## config.mk

```make
export PLATFORM = sky130hd
export DESIGN_NAME = imm_rot_encoder_flat
export DESIGN_NICKNAME = d
export VERILOG_FILES = /design/src/rtl/imm_rot_encoder_if.sv /design/src/rtl/imm_rot_encoder.sv /design/src/flat_wrapper.sv
export SDC_FILE = /design/constraint.sdc
export NUM_CORES = 1
export LEC_CHECK = 0
export ABC_AREA = 1
export CORE_UTILIZATION = 61
export CTS_BUF_LIST = sky130_fd_sc_hd__clkbuf_16
export DETAILED_ROUTE_END_ITERATION = 16
export GPL_ROUTABILITY_DRIVEN = 0
export PLACE_DENSITY = 0.95
export SLEW_MARGIN = 15
export SYNTH_ARGS = -nofsm -noshare
export SYNTH_HDL_FRONTEND = slang
export SYNTH_SLANG_ARGS = --single-unit
```

## constraint.sdc

```tcl
create_clock -name clk -period 4.8 [get_ports clk]
set_input_delay 0.96 -clock clk [delete_from_list [all_inputs] [get_ports clk]]
set_output_delay 0.96 -clock clk [all_outputs]
set_load 0.02 [all_outputs]
```

## src/rtl/imm_rot_encoder_if.sv

```systemverilog
// Start/done handshake bundle for imm_rot_encoder, plus the FSM state for debug visibility.
// Handshake: startIn is sampled only while busyOut=0; doneOut pulses for one cycle when results are valid.
interface imm_rot_encoder_if;
  logic        startIn;
  logic [31:0] valueIn;
  logic        busyOut;
  logic        doneOut;
  logic        okOut;
  logic [11:0] shiftOperandOut;
  logic        invertOut;
  logic [1:0]  dbgState;

  modport master (
    output startIn, valueIn,
    input  busyOut, doneOut, okOut, shiftOperandOut, invertOut, dbgState
  );

  modport slave (
    input  startIn, valueIn,
    output busyOut, doneOut, okOut, shiftOperandOut, invertOut, dbgState
  );
endinterface

```

## src/rtl/imm_rot_encoder.sv

```systemverilog
// Iterative 32-bit constant -> {rotate_imm, immed_8} encoder, one rotation tried per clock.
// Optional macro IMM_ROT_ENCODER_INVERT_EN adds a second pass on ~value (MOV->MVN).
module imm_rot_encoder (
  input  logic               clk,
  input  logic               rst,
  imm_rot_encoder_if.slave   bus
);

  typedef enum logic [1:0] {
    IDLE   = 2'd0,
    SEARCH = 2'd1,
    DONE   = 2'd2
  } state_t;

  state_t      r_state, w_state_nxt;
  logic [31:0] r_v, w_v_nxt;
  logic [3:0]  r_r, w_r_nxt;
  logic        r_ok, w_ok_nxt;
  logic [11:0] r_shift, w_shift_nxt;
  logic [4:0]  w_sh;
  logic [31:0] w_t;
`ifdef IMM_ROT_ENCODER_INVERT_EN
  logic        r_p, w_p_nxt;
  logic        r_inv, w_inv_nxt;
`endif

  // Rotate left by 2*r; a zero shift makes the right-shift term vanish.
  assign w_sh = {r_r, 1'b0};
  assign w_t  = (r_v << w_sh) | (r_v >> (6'd32 - {1'b0, w_sh}));

  always_comb begin
    w_state_nxt = r_state;
    w_v_nxt     = r_v;
    w_r_nxt     = r_r;
    w_ok_nxt    = r_ok;
    w_shift_nxt = r_shift;
`ifdef IMM_ROT_ENCODER_INVERT_EN
    w_p_nxt     = r_p;
    w_inv_nxt   = r_inv;
`endif
    case (r_state)
      IDLE: begin
        if (bus.startIn) begin
          w_state_nxt = SEARCH;
          w_v_nxt     = bus.valueIn;
          w_r_nxt     = 4'd0;
          w_ok_nxt    = 1'b0;
          w_shift_nxt = 12'd0;
`ifdef IMM_ROT_ENCODER_INVERT_EN
          w_p_nxt     = 1'b0;
          w_inv_nxt   = 1'b0;
`endif
        end
      end
      SEARCH: begin
        if (w_t[31:8] == 24'd0) begin
          w_shift_nxt = {r_r, w_t[7:0]};
          w_ok_nxt    = 1'b1;
`ifdef IMM_ROT_ENCODER_INVERT_EN
          w_inv_nxt   = r_p;
`endif
          w_state_nxt = DONE;
        end else if (r_r != 4'hF) begin
          w_r_nxt = r_r + 4'd1;
        end else begin
`ifdef IMM_ROT_ENCODER_INVERT_EN
          if (!r_p) begin
            w_v_nxt = ~r_v;
            w_r_nxt = 4'd0;
            w_p_nxt = 1'b1;
          end else begin
            w_ok_nxt    = 1'b0;
            w_shift_nxt = 12'd0;
            w_state_nxt = DONE;
          end
`else
          w_ok_nxt    = 1'b0;
          w_shift_nxt = 12'd0;
          w_state_nxt = DONE;
`endif
        end
      end
      DONE:    w_state_nxt = IDLE;
      default: w_state_nxt = IDLE;
    endcase
  end

  always_ff @(posedge clk or negedge rst) begin
    if (!rst) begin
      r_state <= IDLE;
      r_v     <= 32'd0;
      r_r     <= 4'd0;
      r_ok    <= 1'b0;
      r_shift <= 12'd0;
`ifdef IMM_ROT_ENCODER_INVERT_EN
      r_p     <= 1'b0;
      r_inv   <= 1'b0;
`endif
    end else begin
      r_state <= w_state_nxt;
      r_v     <= w_v_nxt;
      r_r     <= w_r_nxt;
      r_ok    <= w_ok_nxt;
      r_shift <= w_shift_nxt;
`ifdef IMM_ROT_ENCODER_INVERT_EN
      r_p     <= w_p_nxt;
      r_inv   <= w_inv_nxt;
`endif
    end
  end

  assign bus.busyOut         = (r_state != IDLE);
  assign bus.doneOut         = (r_state == DONE);
  assign bus.okOut           = r_ok;
  assign bus.shiftOperandOut = r_shift;
  assign bus.dbgState        = r_state;
`ifdef IMM_ROT_ENCODER_INVERT_EN
  assign bus.invertOut       = r_inv;
`else
  assign bus.invertOut       = 1'b0;
`endif

endmodule

```

## src/flat_wrapper.sv

```systemverilog
// flat-port wrapper written by rule: the top's interface ports become plain ports
module imm_rot_encoder_flat 
  (clk, rst, bus_startIn, bus_valueIn, bus_busyOut, bus_doneOut, bus_okOut, bus_shiftOperandOut, bus_invertOut, bus_dbgState);
  imm_rot_encoder_if bus_i ();
  input  logic clk;
  input  logic rst;
  input wire logic [$bits(bus_i.startIn)-1:0] bus_startIn;
  input wire logic [$bits(bus_i.valueIn)-1:0] bus_valueIn;
  output wire logic [$bits(bus_i.busyOut)-1:0] bus_busyOut;
  output wire logic [$bits(bus_i.doneOut)-1:0] bus_doneOut;
  output wire logic [$bits(bus_i.okOut)-1:0] bus_okOut;
  output wire logic [$bits(bus_i.shiftOperandOut)-1:0] bus_shiftOperandOut;
  output wire logic [$bits(bus_i.invertOut)-1:0] bus_invertOut;
  output wire logic [$bits(bus_i.dbgState)-1:0] bus_dbgState;
  assign bus_i.startIn = bus_startIn;
  assign bus_i.valueIn = bus_valueIn;
  assign bus_busyOut = bus_i.busyOut;
  assign bus_doneOut = bus_i.doneOut;
  assign bus_okOut = bus_i.okOut;
  assign bus_shiftOperandOut = bus_i.shiftOperandOut;
  assign bus_invertOut = bus_i.invertOut;
  assign bus_dbgState = bus_i.dbgState;
  imm_rot_encoder u_core (.clk(clk), .rst(rst), .bus(bus_i));
endmodule
```

==> results of run 1 <==
[area by class of cell]
cell class / instances / area (sq um)
inverter: 26 / 100
clock inverter: 3 / 38.8
sequential: 51 / 1280
fill: 516 / 1680
timing repair buffer: 57 / 553
tap: 77 / 96.3
multi-input combinational: 514 / 2510
clock buffer: 5 / 125
[registers in the layout (all words and copies together), names as in the netlist]
| register | cells |
|---|---|
| u_core.bus.dbgState | 2 |
| u_core.bus.okOut | 1 |
| u_core.bus.shiftOperandOut | 12 |
| u_core.r_r | 4 |
| u_core.r_v | 32 |
[cell usage in the layout (no fill, tap or decap), drive strengths merged]
cell type and count:
o221ai 4, o21ai 21, nand2 256, clkbuf 5, xor2 1, xnor2 1
nor2 34, o311ai 4, nand4 8, buf 7, dfrtp 51, clkinv 2
inv 26, mux2 31, nand3 128, clkdlybuf4s50 50, nor3 3, and2 5
a21oi 8, bufinv 1, ha 2, conb 1, o211ai 7
[metal layers]
layer  GRT usage  vias to the layer above  wire length, microns
li1            -                     2142                     -
met1       0.436                     2059                  4280
met2       0.554                      335                  5320
met3      0.0504                       57                  1250
met4       0.145                        0                   362
met5           0                        -                     0
[through the flow]
step	instances	util	setup slack [ps]	hold WS, ps	instance area, sq um
finish	733	0.736	1320	473	4700
global route	733	0.736	1020	512	4700
CTS	733	0.736	1400	475	4700
detailed placement	725	0.710	1450	458	4530
global placement	725	0.710	1580	455	4530
floorplan	624	-	2160	502	4070
[worst max-delay path: stages (launching register included)]
cell,delay (ps)
dfrtp_1,390
inv_2,340
ha_1,330
inv_1,600
nand3_1,200
nand2_1,160
nand2_1,60
nand2_1,100
nand2_1,50
nor2_1,90
nand3_1,80
nand2_1,60
nand2_1,70
nor2_2,150
nand2_1,110
nand2_1,70
nand2_1,270
nand2_1,170
nand2_1,60
[worst paths after layout]
check                                         startpoint                            end  slack [ps]  cells after the start
max                                        u_core.r_r[1]  u_core.bus.shiftOperandOut[2]        1320                     18
min                        u_core.bus.shiftOperandOut[9]  u_core.bus.shiftOperandOut[9]         470                      2
max reg2reg                                u_core.r_r[1]  u_core.bus.shiftOperandOut[2]        1320                     18
min reg2reg                u_core.bus.shiftOperandOut[9]  u_core.bus.shiftOperandOut[9]         470                      2
max in group asynchronous                            rst                  u_core.r_r[0]        3700                      1
min in group asynchronous                            rst                 u_core.r_v[18]         680                      1
[cell families (layout without fill, tap and decap cells)]
| logic type | count (synthesis) | count (layout) |
|---|---|---|
| compound gates | 44 | 44 |
| other cells | 1 | 1 |
| flops | 51 | 51 |
| fa+ha+maj | 2 | 2 |
| buf+inv | 59 | 91 |
| xor+xnor | 2 | 2 |
| mux | 31 | 31 |
| simple gates | 434 | 434 |
==> summary.txt, run 1 <==
Outcome
  • Status: completed

Synth
  • Synth area leader: dfrtp_1
  • Mapped Cells: 624
  • Count leader, synth: nand2_1
  • Synth warn: 0
  • Seq/Total Area, Yosys: 0.314
  • Mapped Nets: 661
  • Post-synthesis mux area share: 0.0858
  • Compound-cell area share of the yosys netlist: 0.0658
  • Top cells by count, synth: nand2_1 (256), nand3_1 (127), dfrtp_1 (51)
  • Synthesized area: 4070 sq um
  • Mean area per synthesized cell: 6.52 sq um
  • Simple-gate area share of the yosys netlist: 0.452
  • Top cell type's share of synthesized area: 0.314
  • Post-synth EDFFs: 0
  • Top post-synthesis cells by area: dfrtp_1 (31%), nand2_1 (24%), nand3_1 (16%), mux2_2 (8.6%), nor2_1 (2.8%)
  • Synth cell types: 28
  • Largest family of logic cells by synthesized area: simple AND/OR/NAND/NOR gates
  • Adder-cell share of the synthesized area: 0.00615
  • Dominant register cell in the synthesized netlist: dfrtp_1
  • Xor/xnor share of the synthesized area: 0.00615
  • FFs w/ async S/R, synth: 1.00
  • Seq cells post-synth: 51

Critical path
  • Startpoint Class: flip-flop
  • Worst endpoint required time: 4980 ps
  • CP Data Arrival Time: 3660 ps
  • Crit-path max FO: 32
  • Critical path type: flip-flop to flip-flop
  • Endpoint class of the critical path: flip-flop

Timing
  • Relative slew slack: 0.457
  • Fin Setup TNS: 0 ps
  • Fmax: 287 MHz
  • Setup Skew: 4.19 ps
  • Final Max Slew Viols: 0
  • Final min period: 3480 ps
  • Part of the cycle the worst path needs: 0.725
  • Final setup vio count: 0
  • RSZ-0062 raised after global routing: no
  • Worst slew pin tran: 813 ps
  • Count of final hold-check violations: 0

Die
  • # rows: 29
  • Die width: 83.7 microns
  • Die area: 7000 sq um
  • Chip height: 83.7 microns
  • Ports: 53
  • Core ar.: 6390 sq um
  • Initial Utilization: 0.637

Cells and area
  • ANT cells: 0
  • Net count, final: 692
  • Area Overhead vs Synth: 15.6%
  • Share of layout cells above drive strength 1: 0.0899

Clock tree
  • Reg clk slew, reported paths: 60 ps
  • Clock Latency Late Sink: 290 ps
  • Hold buffer count at CTS: 0
  • Post-CTS sizing: 0
  • H-tree levels: 2
  • Maximum root-to-sink buffer count: 2
  • Clock root cell: clkbuf_16
  • CTS tree: built
  • Post-CTS setup buffer count: 0
  • Clock sink count: 51
  • CTS buffer count: 5

Hold path
  • Worst hold path class: flip-flop to flip-flop

Route
  • Post-route ant nets: 0
  • Vias: 4593
  • Final WL: 11.2 mm
  • DR DRC count: 0
  • DRT iter0 DRCs: 915
  • DR WL/cell: 15.3 microns
  • Via-to-Cell Ratio: 6.27
  • DR pass1 iterations: 7

Placement
  • HPWL Detailed: 8.05 mm
  • PortBufs: 51

GRT
  • Largest net degree at the start of global routing: 52
  • GRT Resource Usage Total: 0.335
  • Total grt overflow: 0
  • Initial antenna violation count: 0
  • First-pass GRT wire length: 19.1 mm
  • Vias in the first global route: 4223

Run
  • Max-cap viol count: 0
Power of run 1 is left out: the tool's default activity adds up to more than one toggle a clock period on the data nets, which glitch-free logic cannot reach.
==> run 2: changes to the inputs <==
- CORE_UTILIZATION: 61 -> 51
- PLACE_DENSITY: 0.95 -> 0.86
- clock period: 4.8 -> 3.1 ns (I/O delays scaled with it)
==> run 2 against run 1 <==
  * Via count is 1.3% lower
  * Utilization down 12 points
  * Maximum frequency up 26%
  * Cell count grew 4.0%
  * First-iteration DRC count fell by 35%
  * Critical path type unchanged
  * Critical path depth down 1
  * Worst setup slack got worse by 980 ps
  * Hold slack worse by 140 ps
  * Clock skew is essentially flat
  * Flip-flop and latch count did not move
==> summary.txt, run 2 (synthesis gave the netlist of run 1 again) <==
Clock tree
  • CTS tree: built
  • Clock Latency Late Sink: 300 ps
  • H-tree levels: 2
  • Post-CTS setup buffer count: 0
  • CTS buffer count: 5
  • Clock root cell: clkbuf_16
  • Hold buffer count at CTS: 0
  • Maximum root-to-sink buffer count: 2
  • Post-CTS sizing: 0
  • Clock sink count: 51
  • Reg clk slew, reported paths: 70 ps

Critical path
  • Endpoint class of the critical path: flip-flop
  • CP Data Arrival Time: 2950 ps
  • CP max stage delay: 410 ps
  • Startpoint Class: flip-flop
  • Slowest-stage cell, CP: dfrtp_1
  • Worst-path cell chain: inv_4 > ha_1 > inv_1 > buf_4 > nand3_1 > o21ai_1 > nand3_1 > nand3_1 > nand3_1 > nand2_1 > nand2_1 > nor2_2 > nand2_1 > nand2_1 > nand2_1 > nand2_1 > nand2_1
  • R2R setup slack: 340 ps
  • Critical path's most frequent cell: nand2_1
  • Crit-path max FO: 32
  • Reg2reg start: u_core.r_r[0]
  • Critical path type: flip-flop to flip-flop
  • Worst endpoint required time: 3290 ps
  • Cells on worst reg2reg path: 17
  • Reg2reg end: u_core.bus.shiftOperandOut[8]

Timing
  • Worst slew pin tran: 728 ps
  • Part of the cycle the worst path needs: 0.891
  • Post-route setup slack: 339 ps
  • Final min period: 2760 ps
  • Relative slew slack: 0.509
  • Fin Setup TNS: 0 ps
  • Setup Skew: 4.13 ps
  • Final hold slack: 335 ps
  • Final setup vio count: 0
  • RSZ-0062 raised after global routing: no
  • Count of final hold-check violations: 0
  • Fmax: 362 MHz
  • Final Max Slew Viols: 0

Cells and area
  • Reg with most FFs: u_core.r_v
  • Area Overhead vs Synth: 17.7%
  • Commonest non-fill, non-tap cell in the layout: nand2_1
  • Non-filler instance count after layout: 762
  • Share of layout cells above drive strength 1: 0.0955
  • Net count, final: 696
  • ANT cells: 0
  • Max reg flops: 32
  • Most frequent cells in the layout: nand2_1 (256), nand3_1 (127), dfrtp_1 (51)

Route
  • Via-to-Cell Ratio: 5.95
  • DR WL/cell: 14.7 microns
  • Post-route ant nets: 0
  • Met3 WL: 1.10 mm
  • WL met1: 4.52 mm
  • Met2 wire length: 5.19 mm
  • Vias: 4531
  • Highest metal used: met4
  • DR pass1 iterations: 6
  • DR DRC count: 0
  • DRT iter0 DRCs: 597
  • Final WL: 11.2 mm

Die
  • Chip height: 91.3 microns
  • Initial Utilization: 0.527
  • Core ar.: 7730 sq um
  • Die width: 91.3 microns
  • # rows: 32
  • Die area: 8340 sq um
  • Ports: 53

Placement
  • HPWL Detailed: 8.11 mm
  • Setup WS pre-CTS: 446 ps
  • PortBufs: 51
  • Dpl cells: 754

GRT
  • First-pass GRT wire length: 19.0 mm
  • GRT Resource Usage Total: 0.280
  • Largest net degree at the start of global routing: 52
  • Vias in the first global route: 4131
  • Initial antenna violation count: 0
  • Total grt overflow: 0

Run
  • Max-cap viol count: 0

Outcome
  • Status: completed

Hold path
  • Worst hold path class: input port to asynchronous set/reset pin
## run 2: cell count changes in the layout (fill, tap and decap cells not counted)
cell,before,now
bufinv_16,1,2
clkinvlp_4,0,1
buf_4,7,11
clkinv_1,1,0
clkinv_2,1,0
nand2_2,1,0
nand2_1,255,256
## run 2: how the worst max path moves through the flow
stage	startpoint	endpoint	slack, ps	cells after the start
detailed placement	u_core.r_r[0]	u_core.bus.shiftOperandOut[8]	450	17
global route	u_core.r_r[0]	u_core.bus.shiftOperandOut[6]	140	17
floorplan	u_core.r_r[0]	u_core.bus.shiftOperandOut[10]	460	20
global placement	u_core.r_r[0]	u_core.bus.okOut	550	17
CTS	u_core.r_r[0]	u_core.bus.shiftOperandOut[8]	410	17
finish	u_core.r_r[0]	u_core.bus.shiftOperandOut[8]	340	17
## run 2: routing by layer
layer	vias to the layer above	global-route usage
met1	2027	0.366
met4	0	0.120
met5	-	0
met2	294	0.457
met3	59	0.0486
li1	2151	-
## run 2: final cells by class
cell class | count | area (sq um)
timing repair buffer | 61 | 583
fill | 703 | 2940
clock buffer | 5 | 125
tap | 102 | 128
sequential | 51 | 1280
multi-input combinational | 514 | 2510
clock inverter | 3 | 67.6
inverter | 26 | 100
## run 2: stage by stage
stage,utilization,instance area (sq um)
after floorplan,-,4070
after global placement,0.595,4600
after detailed placement,0.595,4600
after CTS,0.620,4790
after global routing,0.620,4790
final,0.620,4790
## run 2: critical path: cells and delay by family (launching register included)
| family | cells | cell delay (ps) |
|---|---|---|
| AND/OR/NAND/NOR | 12 | 1350 |
| AO/OA/AOI/OAI | 1 | 170 |
| flip-flops | 1 | 410 |
| adder cells (fa/ha/maj) | 1 | 300 |
| buffers and inverters | 3 | 400 |
Power of run 2 is left out for the same reason.
==> variant (flow settings as in run 2) <==
The option `IMM_ROT_ENCODER_INVERT_EN` is turned on by a define.
--- a/src/rtl/imm_rot_encoder.sv
+++ b/src/rtl/imm_rot_encoder.sv
@@ -2,2 +2,4 @@
 // Optional macro IMM_ROT_ENCODER_INVERT_EN adds a second pass on ~value (MOV->MVN).
+`define IMM_ROT_ENCODER_INVERT_EN
+
 module imm_rot_encoder (
Behaviour: same outputs for any inputs over 10 cycles, from zero or initial values and one cycle with rst low; that may be too few to reach the edited logic, so the function may still have changed.
==> variant against run 2 <==
The flow now finishes with violations (design-rule violations); area after synthesis is 16% higher; maximum frequency is 1.1% lower; wire length is 25% higher; design area is 12% higher; worst setup slack worse by 0.030 ns; clock skew is 0.0015 ns higher; sequential cell count is 2 higher; largest cell class unchanged; highest routed layer unchanged.
Power is not shown: default switching activity piles up to over one toggle a cycle in this logic, so the estimate is an artifact.
==> variant: results (changes against run 2) <==
[yosys]
ys_types = 33  ; +18%
synth_warnings = 0  ; unchanged
synth_fa_ha_area_share_pct = 0.529  ; -0.086 points
yosysSeqAreaShare_pct = 28.0  ; -3.3 points
yosys-mux-area-fraction_pct = 0  ; -8.6 points
synth_area_leaders = dfrtp_1, nand2_1, nand3_1
synthXorXnorAreaFrac_pct = 0.529  ; -0.086 points
synthCells = 782  ; +25%
synthTopCellsByCount = nand2_1, nand3_1, o21ai_0
syn-num-nets = 819  ; +24%

[cells_and_area]
nets = 843  ; +21%
finalNonFillerCells = 915  ; +20%
drive_gt1_share_pct = 6.07  ; -3.5 points
fin_area_um2 = 5390  ; +12%
num-fill-cells = 831  ; +18%

[route]
num_vias = 5536  ; +22%
post-route-drc-count = 1  ; +1
wire_per_inst_um = 15.3  ; +3.8%
first_iter_violations = 768  ; +29%
drt_pass1_iterations = 14  ; +8

[worst_setup_path]
crit_slowest_cell = nand4_4
worstSetupStartpoint = u_core.r_r[1]
cp.arrival_ns = 2.97  ; +0.02 ns
critPathCapture = u_core.r_v[31]
rrSetupSlack_ns = 0.31  ; -0.03 ns

[status]
status = finished with violations
violations = design-rule violations

[grt]
track_usage_pct = 30.4  ; +2.4 points
grt_max_degree = 65  ; +25%
grt_pass1_vias = 5113  ; +24%
grt_pass1_wl_um = 24100  ; +27%

[sta]
worst_pin_slew_ns = 0.556  ; -0.172 ns
fmax_mhz = 358  ; -1.1%
clock_skew_ns = 0.00560  ; +0.00147 ns
timing.hold.ws_ns = 0.306  ; -0.0287 ns

[place]
post-place-ws_ns = 0.0534  ; -0.393 ns
hpwl_um = 10100  ; +24%
dp_cells = 907  ; +20%
dpl_cell_area_um2 = 5210  ; +13%
portBuffers = 52  ; +2.0%

-- variant: worst register-to-register path, cell delays in order, from the launching register on --
cell	delay [ns]
dfrtp_1	0.38
clkinv_2	0.07
ha_1	0.33
inv_2	0.26
nand3_1	0.15
o21ai_0	0.28
nor2_1	0.07
nand3_1	0.09
nand2_1	0.06
nand2_1	0.13
nor2_4	0.06
nand3_2	0.10
nand4_4	0.42
nand2_1	0.23
nand2_1	0.08
-- variant: layer usage --
layer	global-route usage [%]	vias up	wire (um)
met5	0	-	0
met4	10.6	0	452
met3	5.15	65	1180
met2	51.1	316	6550
met1	39.6	2485	5820
li1	-	2670	-
-- variant: final cells by class --
cell class,count,area share (%)
multi-input combinational,651,55.7
sequential,53,24.6
timing repair buffer,66,12.0
tap,108,2.51
clock buffer,5,2.32
inverter,29,2.04
clock inverter,3,0.767
-- variant: timing repair --
action	CTS	global route
hold buffers	0	0
gates resized for setup	0	1
endpoints found under the setup margin	0	32
